## src/rtl/drp_pkg.sv

```systemverilog
// Shared definitions for the multi-channel DRP register bridge: FSM states,
// default register map and status bit positions.
package drp_pkg;

    typedef enum logic [2:0] {
        S_IDLE,
        S_ACCESS,     // read phase first when DRP_RMW_EN is defined
        S_WAIT,
        S_WR_ACCESS,  // read-modify-write second half
        S_WR_WAIT
    } drp_state_e;

    localparam int REG_DRP_ADDR   = 0;
    localparam int REG_DRP_DATA   = 1;
    localparam int REG_DRP_RESET  = 2;
    localparam int REG_DRP_STATUS = 3;
    localparam int REG_DRP_SEL    = 4;
    localparam int REG_DRP_MASK   = 5;

    localparam int STAT_BUSY    = 0;
    localparam int STAT_TIMEOUT = 1;
    localparam int STAT_OVERRUN = 2;
    localparam int STAT_BADSEL  = 3;
    localparam int STAT_LASTWR  = 4;

endpackage

```

## src/rtl/drp_ch_mux.sv

```systemverilog
// Channel steering: picks the selected channel's dout/drdy and turns the
// enable request into a one-hot den.
module drp_ch_mux #(
    parameter int NUM_CH = 2,
    parameter int DATA_W = 16
) (
    input  logic [2:0]               ch_sel,
    input  logic                     den_req,
    input  logic [NUM_CH*DATA_W-1:0] drp_dout,
    input  logic [NUM_CH-1:0]        drp_drdy,
    output logic [DATA_W-1:0]        dout_sel,
    output logic                     drdy_sel,
    output logic [NUM_CH-1:0]        den
);

    always_comb begin
        dout_sel = '0;
        drdy_sel = 1'b0;
        den      = '0;
        for (int k = 0; k < NUM_CH; k++) begin
            if (ch_sel == 3'(k)) begin
                dout_sel = drp_dout[k*DATA_W +: DATA_W];
                drdy_sel = drp_drdy[k];
                den[k]   = den_req;
            end
        end
    end

endmodule

```

## src/rtl/reg_drp_multi.sv

```systemverilog
// USB-register to multi-channel DRP bridge with drdy handshake, timeout and
// per-channel reset. Define DRP_RMW_EN to turn write commands into masked RMW.
module reg_drp_multi import drp_pkg::*; #(
    parameter int pBYTECNT_SIZE = 7,
    parameter int pNUM_CH       = 2,
    parameter int pADDR_W       = 7,
    parameter int pDATA_W       = 16,
    parameter int pTIMEOUT      = 255,
    parameter int pDRP_ADDR     = REG_DRP_ADDR,
    parameter int pDRP_DATA     = REG_DRP_DATA,
    parameter int pDRP_RESET    = REG_DRP_RESET,
    parameter int pDRP_STATUS   = REG_DRP_STATUS,
    parameter int pDRP_SEL      = REG_DRP_SEL,
    parameter int pDRP_MASK     = REG_DRP_MASK
) (
    input  logic                         clk_usb,
    input  logic                         reset_n,
    input  logic [7:0]                   reg_address,
    input  logic [pBYTECNT_SIZE-1:0]     reg_bytecnt,
    input  logic [7:0]                   reg_datai,
    output logic [7:0]                   reg_datao,
    input  logic                         reg_read,
    input  logic                         reg_write,
    input  logic                         selected,
    output logic [pADDR_W-1:0]           drp_addr,
    output logic [pDATA_W-1:0]           drp_din,
    output logic                         drp_dwe,
    output logic [pNUM_CH-1:0]           drp_den,
    input  logic [pNUM_CH*pDATA_W-1:0]   drp_dout,
    input  logic [pNUM_CH-1:0]           drp_drdy,
    output logic [pNUM_CH-1:0]           drp_reset
);

    localparam int NB = pDATA_W / 8;
    localparam int B  = $clog2(NB);
    localparam int BW = (B > 0) ? B : 1;
    localparam int TW = $clog2(pTIMEOUT + 1);

    drp_state_e           state_q, state_d;
    logic [2:0]           ch_sel_q, ch_sel_d;
    logic [pADDR_W-1:0]   addr_q, addr_d;
    logic                 is_wr_q, is_wr_d;
    logic [pDATA_W-1:0]   wdata_q, wdata_d;
    logic [pDATA_W-1:0]   rdata_q, rdata_d;
    logic [TW-1:0]        cnt_q, cnt_d;
    logic                 to_q, to_d, ov_q, ov_d, bs_q, bs_d;
    logic [pNUM_CH-1:0]   drp_reset_q, drp_reset_d;
    logic                 drdy_q;
    logic [pDATA_W-1:0]   dout_q;
`ifdef DRP_RMW_EN
    logic [pDATA_W-1:0]   mask_q, mask_d;
    logic [pDATA_W-1:0]   merge_q, merge_d;
    logic                 wr_mask;
`endif

    logic [5:0]           ra;
    logic                 wr_addr, wr_data, wr_rst, wr_stat, wr_sel, rd_en;
    logic [BW-1:0]        byte_idx;
    logic                 den_req, drdy_sel, drdy_ok, timeout_hit;
    logic [pDATA_W-1:0]   dout_sel;
    logic [7:0]           status;
    logic                 unused_ok;

    assign ra       = reg_address[5:0];
    assign wr_addr  = selected && reg_write && (ra == 6'(pDRP_ADDR));
    assign wr_data  = selected && reg_write && (ra == 6'(pDRP_DATA));
    assign wr_rst   = selected && reg_write && (ra == 6'(pDRP_RESET));
    assign wr_stat  = selected && reg_write && (ra == 6'(pDRP_STATUS));
    assign wr_sel   = selected && reg_write && (ra == 6'(pDRP_SEL));
    assign rd_en    = selected && reg_read;
    assign byte_idx = (B == 0) ? '0 : reg_bytecnt[BW-1:0];
    assign unused_ok = &{1'b0, reg_address[7:6], reg_bytecnt};
`ifdef DRP_RMW_EN
    assign wr_mask  = selected && reg_write && (ra == 6'(pDRP_MASK));
`endif

    drp_ch_mux #(.NUM_CH(pNUM_CH), .DATA_W(pDATA_W)) u_mux (
        .ch_sel   (ch_sel_q),
        .den_req  (den_req),
        .drp_dout (drp_dout),
        .drp_drdy (drp_drdy),
        .dout_sel (dout_sel),
        .drdy_sel (drdy_sel),
        .den      (drp_den)
    );

    // The return path is registered, so a drdy_q seen in the first WAIT cycle
    // stems from the ACCESS cycle and must be discarded.
    assign drdy_ok     = drdy_q && (cnt_q != '0);
    assign timeout_hit = (cnt_q == TW'(pTIMEOUT - 1));
    assign drp_addr    = addr_q;
    assign drp_reset   = drp_reset_q;
    assign status      = {3'b000, is_wr_q, bs_q, ov_q, to_q, state_q != S_IDLE};

    always_comb begin
        state_d     = state_q;
        ch_sel_d    = ch_sel_q;
        addr_d      = addr_q;
        is_wr_d     = is_wr_q;
        wdata_d     = wdata_q;
        rdata_d     = rdata_q;
        cnt_d       = cnt_q;
        to_d        = to_q;
        ov_d        = ov_q;
        bs_d        = bs_q;
        drp_reset_d = drp_reset_q;
        den_req     = 1'b0;
        drp_dwe     = 1'b0;
        drp_din     = '0;
`ifdef DRP_RMW_EN
        mask_d      = mask_q;
        merge_d     = merge_q;
        if (wr_mask)
            for (int i = 0; i < NB; i++)
                if (byte_idx == BW'(i)) mask_d[i*8 +: 8] = reg_datai;
`endif
        if (wr_sel) begin
            if ({1'b0, reg_datai[2:0]} < 4'(pNUM_CH)) ch_sel_d = reg_datai[2:0];
            else                                      bs_d     = 1'b1;
        end
        if (wr_data)
            for (int i = 0; i < NB; i++)
                if (byte_idx == BW'(i)) wdata_d[i*8 +: 8] = reg_datai;
        if (wr_rst)
            drp_reset_d = reg_datai[pNUM_CH-1:0];
        if (wr_stat) begin
            to_d = 1'b0;
            ov_d = 1'b0;
            bs_d = 1'b0;
        end
        if (wr_addr) begin
            if (state_q == S_IDLE) begin
                addr_d  = pADDR_W'(reg_datai[6:0]);
                is_wr_d = reg_datai[7];
                to_d    = 1'b0;
                state_d = S_ACCESS;
            end else begin
                ov_d = 1'b1;
            end
        end

        case (state_q)
            S_ACCESS: begin
                den_req = 1'b1;
                drp_din = wdata_q;
`ifndef DRP_RMW_EN
                drp_dwe = is_wr_q;
`endif
                cnt_d   = '0;
                state_d = S_WAIT;
            end
            S_WAIT: begin
                cnt_d = cnt_q + TW'(1);
                if (drdy_ok) begin
`ifdef DRP_RMW_EN
                    if (is_wr_q) begin
                        merge_d = (dout_q & ~mask_q) | (wdata_q & mask_q);
                        state_d = S_WR_ACCESS;
                    end else begin
                        rdata_d = dout_q;
                        state_d = S_IDLE;
                    end
`else
                    if (!is_wr_q) rdata_d = dout_q;
                    state_d = S_IDLE;
`endif
                end else if (timeout_hit) begin
                    rdata_d = '1;
                    to_d    = 1'b1;
                    state_d = S_IDLE;
                end
            end
`ifdef DRP_RMW_EN
            S_WR_ACCESS: begin
                den_req = 1'b1;
                drp_dwe = 1'b1;
                drp_din = merge_q;
                cnt_d   = '0;
                state_d = S_WR_WAIT;
            end
            S_WR_WAIT: begin
                cnt_d = cnt_q + TW'(1);
                if (drdy_ok) begin
                    state_d = S_IDLE;
                end else if (timeout_hit) begin
                    rdata_d = '1;
                    to_d    = 1'b1;
                    state_d = S_IDLE;
                end
            end
`endif
            default: ;
        endcase
    end

    always_comb begin
        reg_datao = '0;
        if (rd_en) begin
            if (ra == 6'(pDRP_ADDR))        reg_datao = {is_wr_q, 7'(addr_q)};
            else if (ra == 6'(pDRP_RESET))  reg_datao = 8'(drp_reset_q);
            else if (ra == 6'(pDRP_STATUS)) reg_datao = status;
            else if (ra == 6'(pDRP_SEL))    reg_datao = {5'b00000, ch_sel_q};
            else if (ra == 6'(pDRP_DATA)) begin
                for (int i = 0; i < NB; i++)
                    if (byte_idx == BW'(i)) reg_datao = rdata_q[i*8 +: 8];
            end
`ifdef DRP_RMW_EN
            else if (ra == 6'(pDRP_MASK)) begin
                for (int i = 0; i < NB; i++)
                    if (byte_idx == BW'(i)) reg_datao = mask_q[i*8 +: 8];
            end
`endif
        end
    end

    always_ff @(posedge clk_usb or negedge reset_n) begin
        if (!reset_n) begin
            state_q     <= S_IDLE;
            ch_sel_q    <= '0;
            addr_q      <= '0;
            is_wr_q     <= 1'b0;
            wdata_q     <= '0;
            rdata_q     <= '0;
            cnt_q       <= '0;
            to_q        <= 1'b0;
            ov_q        <= 1'b0;
            bs_q        <= 1'b0;
            drp_reset_q <= '0;
            drdy_q      <= 1'b0;
            dout_q      <= '0;
`ifdef DRP_RMW_EN
            mask_q      <= '1;
            merge_q     <= '0;
`endif
        end else begin
            state_q     <= state_d;
            ch_sel_q    <= ch_sel_d;
            addr_q      <= addr_d;
            is_wr_q     <= is_wr_d;
            wdata_q     <= wdata_d;
            rdata_q     <= rdata_d;
            cnt_q       <= cnt_d;
            to_q        <= to_d;
            ov_q        <= ov_d;
            bs_q        <= bs_d;
            drp_reset_q <= drp_reset_d;
            drdy_q      <= drdy_sel;
            dout_q      <= dout_sel;
`ifdef DRP_RMW_EN
            mask_q      <= mask_d;
            merge_q     <= merge_d;
`endif
        end
    end

endmodule
```

## config.mk

```make
export PLATFORM = sky130hd
export DESIGN_NAME = reg_drp_multi
export DESIGN_NICKNAME = d
export VERILOG_FILES = /design/src/rtl/drp_pkg.sv /design/src/rtl/drp_ch_mux.sv /design/src/rtl/reg_drp_multi.sv
export SDC_FILE = /design/constraint.sdc
export NUM_CORES = 1
export LEC_CHECK = 0
export ABC_AREA = 1
export ABC_CLOCK_PERIOD_IN_PS = 3100
export CAP_MARGIN = 10
export CORE_MARGIN = 2
export CORE_UTILIZATION = 25
export CTS_CLUSTER_DIAMETER = 80
export DETAILED_ROUTE_END_ITERATION = 6
export GPL_TIMING_DRIVEN = 0
export SLEW_MARGIN = 10
export SYNTH_ARGS = -nofsm -noshare
export SYNTH_HDL_FRONTEND = slang
export SYNTH_SLANG_ARGS = --single-unit
```

## constraint.sdc

```tcl
create_clock -name clk_usb -period 3.1 [get_ports clk_usb]
set_input_delay 0.62 -clock clk_usb [delete_from_list [all_inputs] [get_ports clk_usb]]
set_output_delay 0.62 -clock clk_usb [all_outputs]
set_load 0.005 [all_outputs]
```

==> metrics.txt <==
status completed; Congestion Overflow GR 0; WS Path Type input port to output pin; Synth Register Bits 76; num rows 46; total iterations of the first detailed-routing run 4; first-pass GRT wire length 17700 microns; final hold vios 0; leading area contributor after synthesis dfrtp_1; final WL 10300 microns; MaxCap Viol Count 0; Fill cells approximately 1.7k; switching power 1.06 mW; CTS tree yes; met2 Track Usage GR 21.2%; clock-pin slew on the worst setup and hold paths ~0.050 ns; CP Launch Type input port; Worst EP required 2.48 ns; Vias/cell 4.26; net switching fraction of the power 31.7%; Die H 131 microns; Die ar. 17300 sq um; Internal Power 2.29 mW; Post-DP HPWL 8060 microns; worst slack, placed -0.115 ns; routed len/inst 12.4 microns; Clock Path Buffers 2; sequential power share 39.5%; die extent in x roughly 130 microns; Area Growth Syn to Fin 38.9%; Clock Latency Late Sink 0.33 ns; Tot GR Track Use 12.8%; Max Freq approximately 0.33 GHz; syn nets roughly 570; clock tree root driver cell clkbuf_16; min-delay worst type input port to asynchronous set/reset pin; area of the multi-input gates 1780 sq um; combinational power share 26.9%; # H-tree levels 3; starting density of the core 25.6%; initial antenna violation count 0; Tmin final ~3 ns; final clock skew a little under 0.005 ns; RSZ-0062 raised after global routing true; via count roughly 3.5k; Cell Area, Synth 4060 sq um; Synth area leaders dfrtp_1 (47%), nand2_1 (12%), nand3_1 (8.0%), inv_1 (6.3%), nor2_1 (3.5%); Hold-fix buffers, CTS 0; register area 1900 sq um; Worst Tran Pin Value 0.624 ns; met1 GRT Util 17.0%; gpl congestion approximately 0.86; Num CTS Buffers 9; Rel. slew slack between 50% and 60%; largest net degree at the start of global routing 45; Worst EP arrival 2.43 ns; worst setup margin 0.0488 ns; Final Setup Violations 0; layout cells sized above 1 13.4%; Syn Area/Cell 7.98 sq um; share of Yosys cell area claimed by the top area cell type 46.8%; CORE AREA between 15000 and 20000 sq um; Sink Count 76; grt met3 use 2.28%; gr busiest metal met2; initial drt markers 260; Yosys cell types 34; Final Max Slew Viols 0; Finished Cell Area 5640 sq um; Leak Pwr 2.66 nW; Final period util 98.4%; # DRC 0; Peak supply drop 0.000257 V; placed cell areas 5240 sq um; Synthesis Warnings 0; layout net count 679; n_diodes 0; antenna violation net count after detailed routing 0; Mapped Cells between 500 and 600; Clock power frac 33.6%; post-synthesis sequential area ratio 46.8%; PwrDens slightly below 600 nW/um^2; vias in the first global route 3554; Critical Path End Type output pin; crit path max fanout 5; Top-Level Pins 98; port bufs slightly below 90
[worst max-delay path: stages]
cell and delay [ns]:
clkdlybuf4s50_1 0.44, nor2_4 0.22, buf_6 0.14, nand3_1 0.14, o21ai_1 0.17, nor2_1 0.07
nor2_1 0.12, clkdlybuf4s50_1 0.52
[what timing repair did]
| item | CTS | global route |
|---|---|---|
| resized for setup | 8 | 11 |
| cloned | 0 | 0 |
| pin swaps | 3 | 3 |
| endpoints found under the setup margin | 5 | 4 |
| buffers inserted | 5 | 0 |
[registers in the layout, indices dropped and copies added, names as in the netlist]
name	count
is_wr_q	1
rdata_q	16
drp_reset	2
bs_q	1
wdata_q	16
state_q	3
ch_sel_q	3
ov_q	1
drdy_q	1
cnt_q	8
to_q	1
drp_addr	7
dout_q	16
[synth_stat cells (all sizes together)]
cell type and instances:
nor2 45, nor3 3, clkinv 2, nor4 2
buf 11, o211ai 2, mux2i 1, inv 71
nand4 20, ha 3, nand2 141, o32ai 1
o22ai 1, o31ai 1, clkbuf 10, o21ai 42
nand3 70, a21oi 7, dfrtp 76
[power groups by stage]
stage	registers (mW)	logic (mW)	clock network, mW
after floorplan	1.30	0.643	0
after global placement	1.34	0.885	0
after detailed placement	1.34	0.903	0
after CTS	1.33	0.919	1.16
after global routing	1.35	1.04	1.21
final	1.33	0.903	1.13
[per-layer routing]
layer / wire length, microns / vias up
met1: 4830 / 1600
met5: 0 / -
met2: 4890 / 97
li1: - / 1845
met3: 524 / 7
met4: 96 / 0
[cell type report]
cell class,count,area share (%)
clock buffer,11,4.48
timing repair buffer,94,17.1
sequential,76,33.7
clock inverter,4,1.29
inverter,73,4.86
multi-input combinational,339,31.6
tap,216,4.79
buffer,21,2.24
[cells in the final DEF, fill, tap and decap left out, drive strengths merged, types with 7 or more instances in the layout]
master         netlist  layout
nor2                45      45
nand4               20      20
buf                 11      18
nand2              141     141
clkbuf              10      21
inv                 71      71
nand3               70      70
dfrtp               76      76
o21ai               42      42
a21oi                7       7
clkdlybuf4s50        0      79
[path summary, 6_finish.rpt]
check / slack, ns / cells past startpoint / to / startpoint
max in group asynchronous: 2.32 / 2 / ov_q / reset_n
worst min register to register: 0.48 / 2 / rdata_q[5] / rdata_q[5]
worst max-delay path: 0.05 / 8 / reg_datao[0] / reg_address[5]
min in group clk_usb: 0.48 / 2 / rdata_q[5] / rdata_q[5]
worst max register to register: 1.49 / 10 / rdata_q[14] / cnt_q[0]
worst min-delay path: 0.22 / 1 / dout_q[11] / reset_n
[cell families (layout without fill, tap and decap cells)]
family,count (synthesis),after routing,synth area share (%)
multiplexers,1,1,0.246
AO/OA/AOI/OAI,54,54,7.89
buffers and inverters,94,203,9.86
flip-flops,76,76,46.8
AND/OR/NAND/NOR,281,281,34.3
adder cells (fa/ha/maj),3,3,0.924
[through the flow]
| stage | cells | hold slack (ns) | util (%) | TNS, ns | power, mW |
|---|---|---|---|---|---|
| after floorplan | 509 | 0.324 | - | 0 | 1.94 |
| after global placement | 813 | 0.464 | 32.8 | -95.13 | 2.22 |
| after detailed placement | 814 | 0.468 | 33.0 | -0.387 | 2.24 |
| after CTS | 834 | 0.224 | 35.4 | 0 | 3.40 |
| after global routing | 834 | 0.251 | 35.5 | -0.0240 | 3.60 |
| final | 834 | 0.220 | 35.5 | 0 | 3.36 |
No activity file was read; power rests on OpenSTA's default activity.
